### src/rtl/whack_pkg.sv
`default_nettype none
// ============================================================================
//  Module      : whack_pkg
//  Description : Shared types, hex segment table and decode helper for the
//                whack-a-mole display-bus monitor.
//  Revision    : 1.0
// ============================================================================
package whack_pkg;

    // Game tracking state
    typedef enum logic [1:0] {
        SYNC = 2'd0,
        PLAY = 2'd1,
        OVER = 2'd2
    } state_t;

    // Classification of a committed {dp,seg} pattern
    typedef enum logic [1:0] {
        MOLE    = 2'd0,
        BLANK   = 2'd1,
        DIGIT   = 2'd2,
        INVALID = 2'd3
    } pat_class_t;

    // Active-low segment encodings for hex digits 0..F (bit n = segment n)
    localparam logic [6:0] SEG7_HEX [0:15] = '{
        7'b1000000, 7'b1111001, 7'b0100100, 7'b0110000,
        7'b0011001, 7'b0010010, 7'b0000010, 7'b1111000,
        7'b0000000, 7'b0010000, 7'b0001000, 7'b0000011,
        7'b1000110, 7'b0100001, 7'b0000110, 7'b0001110
    };

    // Reverse lookup: returns {hit, digit}; hit=0 when seg is not a hex glyph
    function automatic logic [4:0] seg7_to_hex(input logic [6:0] seg);
        logic       hit;
        logic [3:0] dig;
        hit = 1'b0;
        dig = 4'd0;
        for (int i = 0; i < 16; i++) begin
            if (!hit && (seg == SEG7_HEX[i])) begin
                hit = 1'b1;
                dig = 4'(i);
            end
        end
        return {hit, dig};
    endfunction

endpackage : whack_pkg
`default_nettype wire

### src/rtl/seg7_stable_filter.sv
`default_nettype none
// ============================================================================
//  Module      : seg7_stable_filter
//  Description : Deglitch filter. A word must be sampled STABLE_CYCLES times
//                in a row, and differ from the last committed word, before a
//                single-cycle commit is issued.
//  Revision    : 1.0
// ============================================================================
module seg7_stable_filter #(
    parameter int WIDTH         = 8,
    parameter int STABLE_CYCLES = 4
) (
    input  logic             clk,
    input  logic             rst,
    input  logic             i_ena,
    input  logic [WIDTH-1:0] i_data,
    output logic             o_commit,
    output logic [WIDTH-1:0] o_word
);

    localparam int             CNT_W      = $clog2(STABLE_CYCLES + 1);
    localparam logic [CNT_W-1:0] c_CNT_SAT  = CNT_W'(STABLE_CYCLES);
    localparam logic [CNT_W-1:0] c_CNT_LAST = CNT_W'(STABLE_CYCLES - 1);

    logic [WIDTH-1:0] r_s0;
    logic [CNT_W-1:0] r_cnt;
    logic [WIDTH-1:0] r_word;
    logic             r_have;

    logic             w_same;
    logic [CNT_W-1:0] w_cnt_next;
    logic             w_commit;

    // Run-length count of the sample being registered versus the previous one
    always_comb begin
        w_same     = (i_data == r_s0);
        w_cnt_next = '0;
        if (w_same) begin
            w_cnt_next = (r_cnt == c_CNT_SAT) ? r_cnt : r_cnt + 1'b1;
        end
        // Commit only when the run length lands exactly on the threshold, so a
        // long-held pattern commits once; repeats of the committed word are dropped.
        w_commit = i_ena && (w_cnt_next == c_CNT_LAST) &&
                   (!r_have || (i_data != r_word));
    end

    // Sample register, run counter and last-committed word
    always_ff @(posedge clk) begin
        if (rst) begin
            r_s0   <= '0;
            r_cnt  <= '0;
            r_word <= '0;
            r_have <= 1'b0;
        end else if (i_ena) begin
            r_s0  <= i_data;
            r_cnt <= w_cnt_next;
            if (w_commit) begin
                r_word <= i_data;
                r_have <= 1'b1;
            end
        end
    end

    // The word being committed this cycle (meaningful while o_commit is high)
    assign o_commit = w_commit;
    assign o_word   = i_data;

endmodule : seg7_stable_filter
`default_nettype wire

### src/rtl/seg7_game_monitor.sv
`default_nettype none
// ============================================================================
//  Module      : seg7_game_monitor
//  Description : Receive-side decoder for the whack-a-mole display bus.
//                Deglitches {dp,seg}, classifies mole/blank/digit/invalid,
//                tracks SYNC/PLAY/OVER, keeps a high score and error flags.
//  Revision    : 1.0
// ============================================================================
module seg7_game_monitor
    import whack_pkg::*;
#(
    parameter int STABLE_CYCLES = 4
) (
    input  logic       clk,
    input  logic       rst,
    input  logic       ena,
    input  logic [6:0] seg_in,
    input  logic       dp_in,
    input  logic [7:0] score_in,
    output logic       mole_valid,
    output logic [2:0] mole_pos,
    output logic       digit_valid,
    output logic [3:0] digit,
    output logic       game_over,
    output logic       over_pulse,
    output logic [7:0] moles_seen,
    output logic [7:0] high_score,
    output logic       new_record,
    output logic       pattern_err,
    output logic       mismatch
);

    logic       w_commit;
    logic [7:0] w_word;
    logic       w_dp;
    logic [6:0] w_seg;
    logic [2:0] w_zero_cnt;
    logic [2:0] w_zero_idx;
    logic [4:0] w_hex;
    pat_class_t w_class;

    state_t     r_state;
    state_t     w_state_next;
    logic       w_mole_v;
    logic       w_digit_v;
    logic       w_over_v;
    logic       w_err_v;

    logic       r_mole_valid;
    logic [2:0] r_mole_pos;
    logic       r_digit_valid;
    logic [3:0] r_digit;
    logic       r_over_pulse;
    logic [7:0] r_moles_seen;
    logic [7:0] r_high_score;
    logic       r_new_record;
    logic       r_pattern_err;
    logic       r_mismatch;

    seg7_stable_filter #(
        .WIDTH         (8),
        .STABLE_CYCLES (STABLE_CYCLES)
    ) u_filter (
        .clk      (clk),
        .rst      (rst),
        .i_ena    (ena),
        .i_data   ({dp_in, seg_in}),
        .o_commit (w_commit),
        .o_word   (w_word)
    );

    assign w_dp  = w_word[7];
    assign w_seg = w_word[6:0];
    assign w_hex = seg7_to_hex(w_seg);

    // Count lit (low) segments and remember the index of the lit one
    always_comb begin
        w_zero_cnt = 3'd0;
        w_zero_idx = 3'd0;
        for (int i = 0; i < 7; i++) begin
            if (!w_seg[i]) begin
                w_zero_cnt = w_zero_cnt + 3'd1;
                w_zero_idx = 3'(i);
            end
        end
    end

    // Classify the word under commit
    always_comb begin
        w_class = INVALID;
        if (w_dp && (w_zero_cnt == 3'd1)) begin
            w_class = MOLE;
        end else if (w_dp && (w_seg == 7'h7F)) begin
            w_class = BLANK;
        end else if (!w_dp && w_hex[4]) begin
            w_class = DIGIT;
        end
    end

    // State register
    always_ff @(posedge clk) begin
        if (rst) begin
            r_state <= SYNC;
        end else if (ena) begin
            r_state <= w_state_next;
        end
    end

    // Next state and event strobes from the committed pattern class
    always_comb begin
        w_state_next = r_state;
        w_mole_v     = 1'b0;
        w_digit_v    = 1'b0;
        w_over_v     = 1'b0;
        w_err_v      = 1'b0;
        if (w_commit) begin
            case (w_class)
                MOLE: begin
                    w_state_next = PLAY;
                    w_mole_v     = 1'b1;
                end
                DIGIT: begin
                    w_digit_v = 1'b1;
                    if (r_state != OVER) begin
                        w_state_next = OVER;
                        w_over_v     = 1'b1;
                    end
                end
                INVALID: w_err_v = 1'b1;
                default: ;
            endcase
        end
    end

    // Held outputs, counters, score tracking and one-cycle pulses
    always_ff @(posedge clk) begin
        if (rst) begin
            r_mole_valid  <= 1'b0;
            r_mole_pos    <= 3'd0;
            r_digit_valid <= 1'b0;
            r_digit       <= 4'd0;
            r_over_pulse  <= 1'b0;
            r_moles_seen  <= 8'd0;
            r_high_score  <= 8'd0;
            r_new_record  <= 1'b0;
            r_pattern_err <= 1'b0;
            r_mismatch    <= 1'b0;
        end else begin
            r_mole_valid  <= 1'b0;
            r_digit_valid <= 1'b0;
            r_over_pulse  <= 1'b0;
            r_new_record  <= 1'b0;
            if (ena) begin
                r_mole_valid  <= w_mole_v;
                r_digit_valid <= w_digit_v;
                r_over_pulse  <= w_over_v;
                if (w_mole_v) begin
                    r_mole_pos   <= w_zero_idx;
                    r_moles_seen <= (r_state == PLAY) ? r_moles_seen + 8'd1 : 8'd1;
                end
                if (w_digit_v) begin
                    r_digit <= w_hex[3:0];
                end
                if (w_over_v) begin
                    if (score_in > r_high_score) begin
                        r_high_score <= score_in;
                        r_new_record <= 1'b1;
                    end
                    if (score_in[3:0] != w_hex[3:0]) begin
                        r_mismatch <= 1'b1;
                    end
                end
                if (w_err_v) begin
                    r_pattern_err <= 1'b1;
                end
            end
        end
    end

    assign mole_valid  = r_mole_valid;
    assign mole_pos    = r_mole_pos;
    assign digit_valid = r_digit_valid;
    assign digit       = r_digit;
    assign game_over   = (r_state == OVER);
    assign over_pulse  = r_over_pulse;
    assign moles_seen  = r_moles_seen;
    assign high_score  = r_high_score;
    assign new_record  = r_new_record;
    assign pattern_err = r_pattern_err;
    assign mismatch    = r_mismatch;

endmodule : seg7_game_monitor
`default_nettype wire

### config.mk
export PLATFORM = sky130hd
export DESIGN_NAME = seg7_game_monitor
export DESIGN_NICKNAME = d
export VERILOG_FILES = /design/src/rtl/whack_pkg.sv /design/src/rtl/seg7_stable_filter.sv /design/src/rtl/seg7_game_monitor.sv
export SDC_FILE = /design/constraint.sdc
export NUM_CORES = 1
export LEC_CHECK = 0
export ABC_CLOCK_PERIOD_IN_PS = 13150
export CORE_MARGIN = 1.5
export CORE_UTILIZATION = 59
export CTS_CLUSTER_DIAMETER = 80
export DETAILED_ROUTE_END_ITERATION = 6
export PLACE_DENSITY = 0.94
export REMOVE_ABC_BUFFERS = 1
export SLEW_MARGIN = 20
export SYNTH_ARGS = -nofsm -noshare
export SYNTH_HDL_FRONTEND = slang
export SYNTH_SLANG_ARGS = --single-unit
### constraint.sdc
create_clock -name clk -period 13.15 [get_ports clk]
set_clock_uncertainty 0.05 [all_clocks]
set_input_delay 1.9725 -clock clk [delete_from_list [all_inputs] [get_ports clk]]
set_output_delay 1.9725 -clock clk [all_outputs]
set_load 0.02 [all_outputs]
; Word level (Yosys, flattened, before mapping)
; Cells that the tools add are included.
[totals]
latch_bits = 0
output_inout_bits = 30
input_bits = 19
regBits = 51
rom_bits = 0
elab_cells = 166
ramBits = 0
mem_count = 0
[op_classes]
reduce_logical = 50
mux = 62
n_bitwise = 2
order_cmp = 1
n_eq_ne = 28
shift = 0
n_addsub = 8
n_div = 0
mul = 0
[ops]
columns = cell, n
row1 = $mux 4, 14
row2 = $mux 3, 13
row3 = $eq 7x7->1 const B, 5
row4 = $mux 1, 30
row5 = $add 3x1->3 const B, 7
row6 = $eq 7x5->1 const B, 3
row7 = $eq 7x6->1 const B, 3
row8 = $logic_and 1x1->1, 20
row9 = $logic_not 1->1, 17
row10 = $eq 7x2->1 const B, 2
row11 = $eq 7x4->1 const B, 2
row12 = $add 8x1->8 const B, 1
row13 = $eq 8x8->1, 1
row14 = $gt 8x8->1, 1
row15 = $mux 8, 1
row16 = $ne 8x8->1, 1
row17 = $reduce_and 2->1, 4
row18 = $eq 7x3->1 const B, 1
row19 = $logic_not 7->1, 1
row20 = $eq 2x2->1 const B, 3
row21 = $mux 2, 3
row22 = $reduce_and 3->1, 2
row23 = $ne 2x2->1 const B, 2
row24 = $ne 4x4->1, 1
row25 = 12 further kinds, 13

; Logic depth before layout (Yosys ltp)
[logic_depth]
word_depth = 56
depth_mapped = 22
depth_no_buf = 20

; Modules after synthesis
; From an unflattened synthesis, not the netlist that was laid out.
[unflattened]
cells_unflattened = 412
hier_area_um2 = 3477.1
[by_module_without_submodules]
columns = module, area_per_inst_um2, instances, cells_per_inst
row1 = seg7_game_monitor, 2389.8, 1, 289
row2 = seg7_stable_filter, 1087.3, 1, 123

; Worst setup path after synthesis
; OpenSTA, ideal clock, no wires.
[synth_timing]
path_type = input-to-reg
from = in seg_in[0]
to = reg r_moles_seen[7] (netlist: moles_seen[7])
path_buffers = 1
cell_stages = 21
t_arrival_ns = 6.184
path_slack_ns = 6.845
path_cell_list = inv_1 ha_1 or2b_1 and2_1 ha_1 mux2_2 ha_1 nor2b_1 a21o_1 ha_1 a32oi_1 nand2_1 ha_1 nor2b_1 xnor2_1 xnor3_1 a211oi_4 nand2_1 buf_2 or4_1 a21oi_1
[synth_via]
elab_chain_len = 55
[synth_rtl]
columns = element, line_no
row1 = start: declaration, seg7_game_monitor.sv:17  ; input logic [6:0] seg_in,
row2 = $eq 7x7->1, whack_pkg.sv:40  ; if (!hit && (seg == SEG7_HEX[i])) begin
row3 = $mux 1, whack_pkg.sv:40
row4 = $logic_not 1->1, whack_pkg.sv:40
row5 = $logic_and 1x1->1, whack_pkg.sv:40
row6 = $mux 1, whack_pkg.sv:40
row7 = $logic_not 1->1, whack_pkg.sv:40
row8 = $logic_and 1x1->1, whack_pkg.sv:40
row9 = $mux 1, whack_pkg.sv:40
row10 = [39 not listed], n/a
row11 = $logic_and 1x1->1, seg7_game_monitor.sv:95  ; end else if (!w_dp && w_hex[4]) begin
row12 = $mux 1, seg7_game_monitor.sv:95
row13 = $mux 2, seg7_game_monitor.sv:93  ; end else if (w_dp && (w_seg == 7'h7F)) begin
row14 = $mux 2, seg7_game_monitor.sv:91  ; if (w_dp && (w_zero_cnt == 3'd1)) begin
row15 = $logic_not 2->1, seg7_game_monitor.sv:117  ; case (w_class)
row16 = $mux 1, seg7_game_monitor.sv:117
row17 = $mux 1 (*), seg7_game_monitor.sv:116  ; if (w_commit) begin
row18 = $reduce_and 2->1 (no source line) (*), n/a
row19 = end signal: assignment, seg7_game_monitor.sv:159  ; r_moles_seen <= (r_state == PLAY) ? r_moles_seen + 8'd1 : 8'd1;
row20 = end: declaration, seg7_game_monitor.sv:54  ; logic [7:0] r_moles_seen;
; Every way passes the cells marked *; elsewhere a longest branch is shown, timed or not.
; A chain may end at the register's enable or synchronous reset.

; Worst setup path after layout
[layout_timing]
from = in seg_in[1]
to = reg r_moles_seen[4] (netlist: moles_seen[4])
; Same word-level chain as after synthesis.

==> results.cfg <==
[outcome]
run_status = completed

[critical_path]
startpoint_type = input pin
timing.critical_path.required_ns = 13.35
path_cells = clkdlybuf4s50_1 > inv_1 > ha_1 > or2b_1 > and2_1 > ha_1 > mux2_2 > ha_1 > nor2b_1 > a21o_1 > ha_1 > a32oi_1 > nand2_1 > ha_1 > nor2b_1 > xnor2_1 > xnor3_1 > a211oi_4 > nand2_1 > or4b_1 > a21oi_1
critical_path_peak_fanout = 20
crit_family = simple AND/OR/NAND/NOR gates
timing.critical_path.slowest_stage_cell = sky130_fd_sc_hd__clkdlybuf4s50_1
worstPathBufferInverterCount = 2
crit_arrival_ns = 7.64
worstReg2RegStart = u_filter.r_cnt[0]
timing.critical_path.to_type = register
regToRegSetupSlack_ns = 9.74
timing.critical_path.slowest_cell_delay_ns = 0.67
reg2regPathDepth = 9
crit_type = input pin to register
r2r-end = moles_seen[4]
crit_path_most_repeated_cell = sky130_fd_sc_hd__ha_1

[yosys]
netlist_instances = 396
syn_avg_cell_area_um2 = 8.19
syn-cell-area_um2 = 3240
synth_ff_type = sky130_fd_sc_hd__dfxtp_1
seq_area_frac_synth = 0.315
synth_async_sr_flop_share = 0
synth-edff-count = 0
ys_seq_elements = 51
post_synth_num_cell_types = 53
synth.yosys.warnings = 0

[die]
initial_cell_density_of_the_core = 0.623
design.core.area_um2 = 5200
floorplan.die.width_um = 77.2
count_of_boundary_i_o_pins = 49
die_area_um2 = 5950
die_h_um = 77.2
std_cell_rows = 26

[run]
cap_violations = 0

[grt]
global_route.overflow_total = 0
grt_pass1_vias = 2844
grt_max_degree = 61
grt_pass1_wl_mm = 12.9
groute.usage.overall = 0.268
grt_antenna_before_repair = 0

[finish]
filler_cell_count = 366
diodes = 0
finished_core_util = 0.733
sequential_cell_area_um2 = 1020
layout-drive-gt1-share = 0.0350
post-route-cell-area_um2 = 3820
areaGrowthSynthToFinish_pct = 17.7
num-nets-final = 467
area_of_the_multi_input_gates_um2 = 2050

[drt]
route.detailed.drc = 0
finalWirelength_mm = 7.66
first_pass_iters = 7
route.vias.total = 2990
drt_iter0_drc = 316
routed_wire_length_per_instance_um = 15.4
drt-vias-per-instance = 5.99
postRouteAntennaNets = 0

[clock_network]
clock_path_buffers = 2
hold_buffers = 0
clock_tree.root_cell = sky130_fd_sc_hd__clkbuf_8
tritoncts = yes
cts_htree_levels = 2
cts_sinks = 51
clock_latency_ns = 0.32
cts_setup_buffers = 0
clk_pin_slew_worst_paths_ns = 0.10
cts_resized = 0
cts-buffers-inserted = 5

[worst_hold_path]
timing.hold.worst_path_depth = 2
start_point_of_the_worst_hold_path = pattern_err
holdPathEnd = pattern_err
min_path_type = register to register

[place]
port_buf_inserts = 48
dpl-instance-area_um2 = 3720
dp_hpwl_mm = 5.35
final_weighted_congestion_in_routability_driven_placement = 0.896

[sta]
hold_viol = 0
timing.final.crit_share = 0.566
relative_slew_slack = 0.345
timing.final.max_slew_violations = 0
tns_ns = 0
finalWorstPathRequiredPeriod_ns = 7.44
setup_viol_count_final = 0
worst_hold_slack_ns = 0.398
fmax_mhz = 134
rsz_0062_raised_after_global_routing = false
worst_slew_pin_slew_ns = 0.980

[power]
cellPowerDensity_nw_per_um2 = 83.0
vdd_drop_max_uv = 53.5
leakage_nw = 1.50
layout make-up:
| cell class | count | area share |
|---|---|---|
| clock buffer | 6 | 0.0216 |
| inverter | 22 | 0.0216 |
| sequential | 51 | 0.267 |
| tap | 70 | 0.0229 |
| timing repair buffer | 48 | 0.125 |
| clock inverter | 2 | 0.00426 |
| multi-input combinational | 300 | 0.538 |
metrics by stage:
| stage | std cells | setup WS, ns | total power, mW |
|---|---|---|---|
| 2_1_floorplan | 373 | 6.74 | 0.200 |
| 3_3_place_gp | 491 | 5.70 | 0.218 |
| 3_5_place_dp | 491 | 5.42 | 0.221 |
| 4_1_cts | 499 | 5.75 | 0.317 |
| 5_1_grt | 499 | 5.38 | 0.331 |
| 6_report | 499 | 5.71 | 0.317 |
layout by cell type, fill, tap and decap left out, types with 13 or more instances in the layout:
master / n
sky130_fd_sc_hd__dfxtp_1: 51
sky130_fd_sc_hd__clkdlybuf4s50_1: 47
sky130_fd_sc_hd__nor2_1: 34
sky130_fd_sc_hd__nand2_1: 33
sky130_fd_sc_hd__a21oi_1: 28
sky130_fd_sc_hd__nand2b_1: 24
sky130_fd_sc_hd__inv_1: 22
sky130_fd_sc_hd__xnor2_1: 22
sky130_fd_sc_hd__mux2i_1: 20
sky130_fd_sc_hd__ha_1: 20
sky130_fd_sc_hd__nand3_1: 16
sky130_fd_sc_hd__o21ai_0: 13
Yosys cell counts (3+ instances only):
cell type,instances,area share
sky130_fd_sc_hd__inv_1,22,0.025
sky130_fd_sc_hd__nor4_1,3,0.0058
sky130_fd_sc_hd__a31oi_1,4,0.0077
sky130_fd_sc_hd__nor3_1,7,0.011
sky130_fd_sc_hd__ha_1,20,0.077
sky130_fd_sc_hd__nand4_1,9,0.017
sky130_fd_sc_hd__o21ai_0,13,0.020
sky130_fd_sc_hd__clkbuf_1,19,0.022
sky130_fd_sc_hd__a21o_1,3,0.0069
sky130_fd_sc_hd__or3_1,3,0.0058
sky130_fd_sc_hd__a21oi_1,28,0.043
sky130_fd_sc_hd__xor2_1,3,0.0081
sky130_fd_sc_hd__nand2b_1,24,0.046
sky130_fd_sc_hd__nor2_1,34,0.039
sky130_fd_sc_hd__nand2_1,33,0.038
sky130_fd_sc_hd__xnor2_1,22,0.059
sky130_fd_sc_hd__or4_1,5,0.012
sky130_fd_sc_hd__or4b_1,3,0.0093
sky130_fd_sc_hd__mux2i_1,20,0.062
sky130_fd_sc_hd__and3_1,4,0.0077
sky130_fd_sc_hd__dfxtp_1,51,0.31
sky130_fd_sc_hd__nand3_1,16,0.025
sky130_fd_sc_hd__nor2b_1,9,0.017
routing by layer:
metal  global-route usage  wire (µm)  up-vias
met4                0.140        274        0
met3               0.0238        417       35
met1                0.338       3270     1381
met5                    0          0        -
li1                     -          -     1434
met2                0.451       3700      140
report_power, final:
part / internal [mW] / switching (mW)
logic: 0.0293 / 0.0329
registers: 0.156 / 0.000992
clock network: 0.0430 / 0.0547
total: 0.228 / 0.0886
logic make-up after synthesis:
logic type	after synthesis	share of synthesized area
buffers and inverters	45	0.0528
XOR/XNOR	28	0.0891
multiplexers	22	0.0686
AO/OA/AOI/OAI	66	0.128
AND/OR/NAND/NOR	164	0.270
flip-flops	51	0.315
adder cells (fa/ha/maj)	20	0.0771
worst min-delay path, stage by stage, from the launching register on:
cell	delay [ns]
sky130_fd_sc_hd__dfxtp_1	0.32
sky130_fd_sc_hd__inv_1	0.05
sky130_fd_sc_hd__a21oi_1	0.05
flip-flops by register name, indices dropped and copies added, names as in the netlist:
register,count
digit_valid,1
u_filter.r_cnt,3
mole_pos,3
digit,4
u_filter.r_have,1
mole_valid,1
u_filter.r_s0,8
new_record,1
pattern_err,1
high_score,8
r_state,2
u_filter.r_word,8
over_pulse,1
moles_seen,8
mismatch,1
how the worst max path moves through the flow:
stage | endpoint | from | cells past startpoint | slack (ns)
after global routing | moles_seen[4] | seg_in[0] | 21 | 5.38
after global placement | moles_seen[7] | seg_in[0] | 21 | 5.70
final | moles_seen[4] | seg_in[1] | 21 | 5.71
after floorplan | moles_seen[6] | seg_in[0] | 20 | 6.74
after CTS | moles_seen[7] | seg_in[1] | 21 | 5.75
after detailed placement | moles_seen[7] | seg_in[0] | 21 | 5.42
Note: power is estimated with default switching activity, not from simulation.
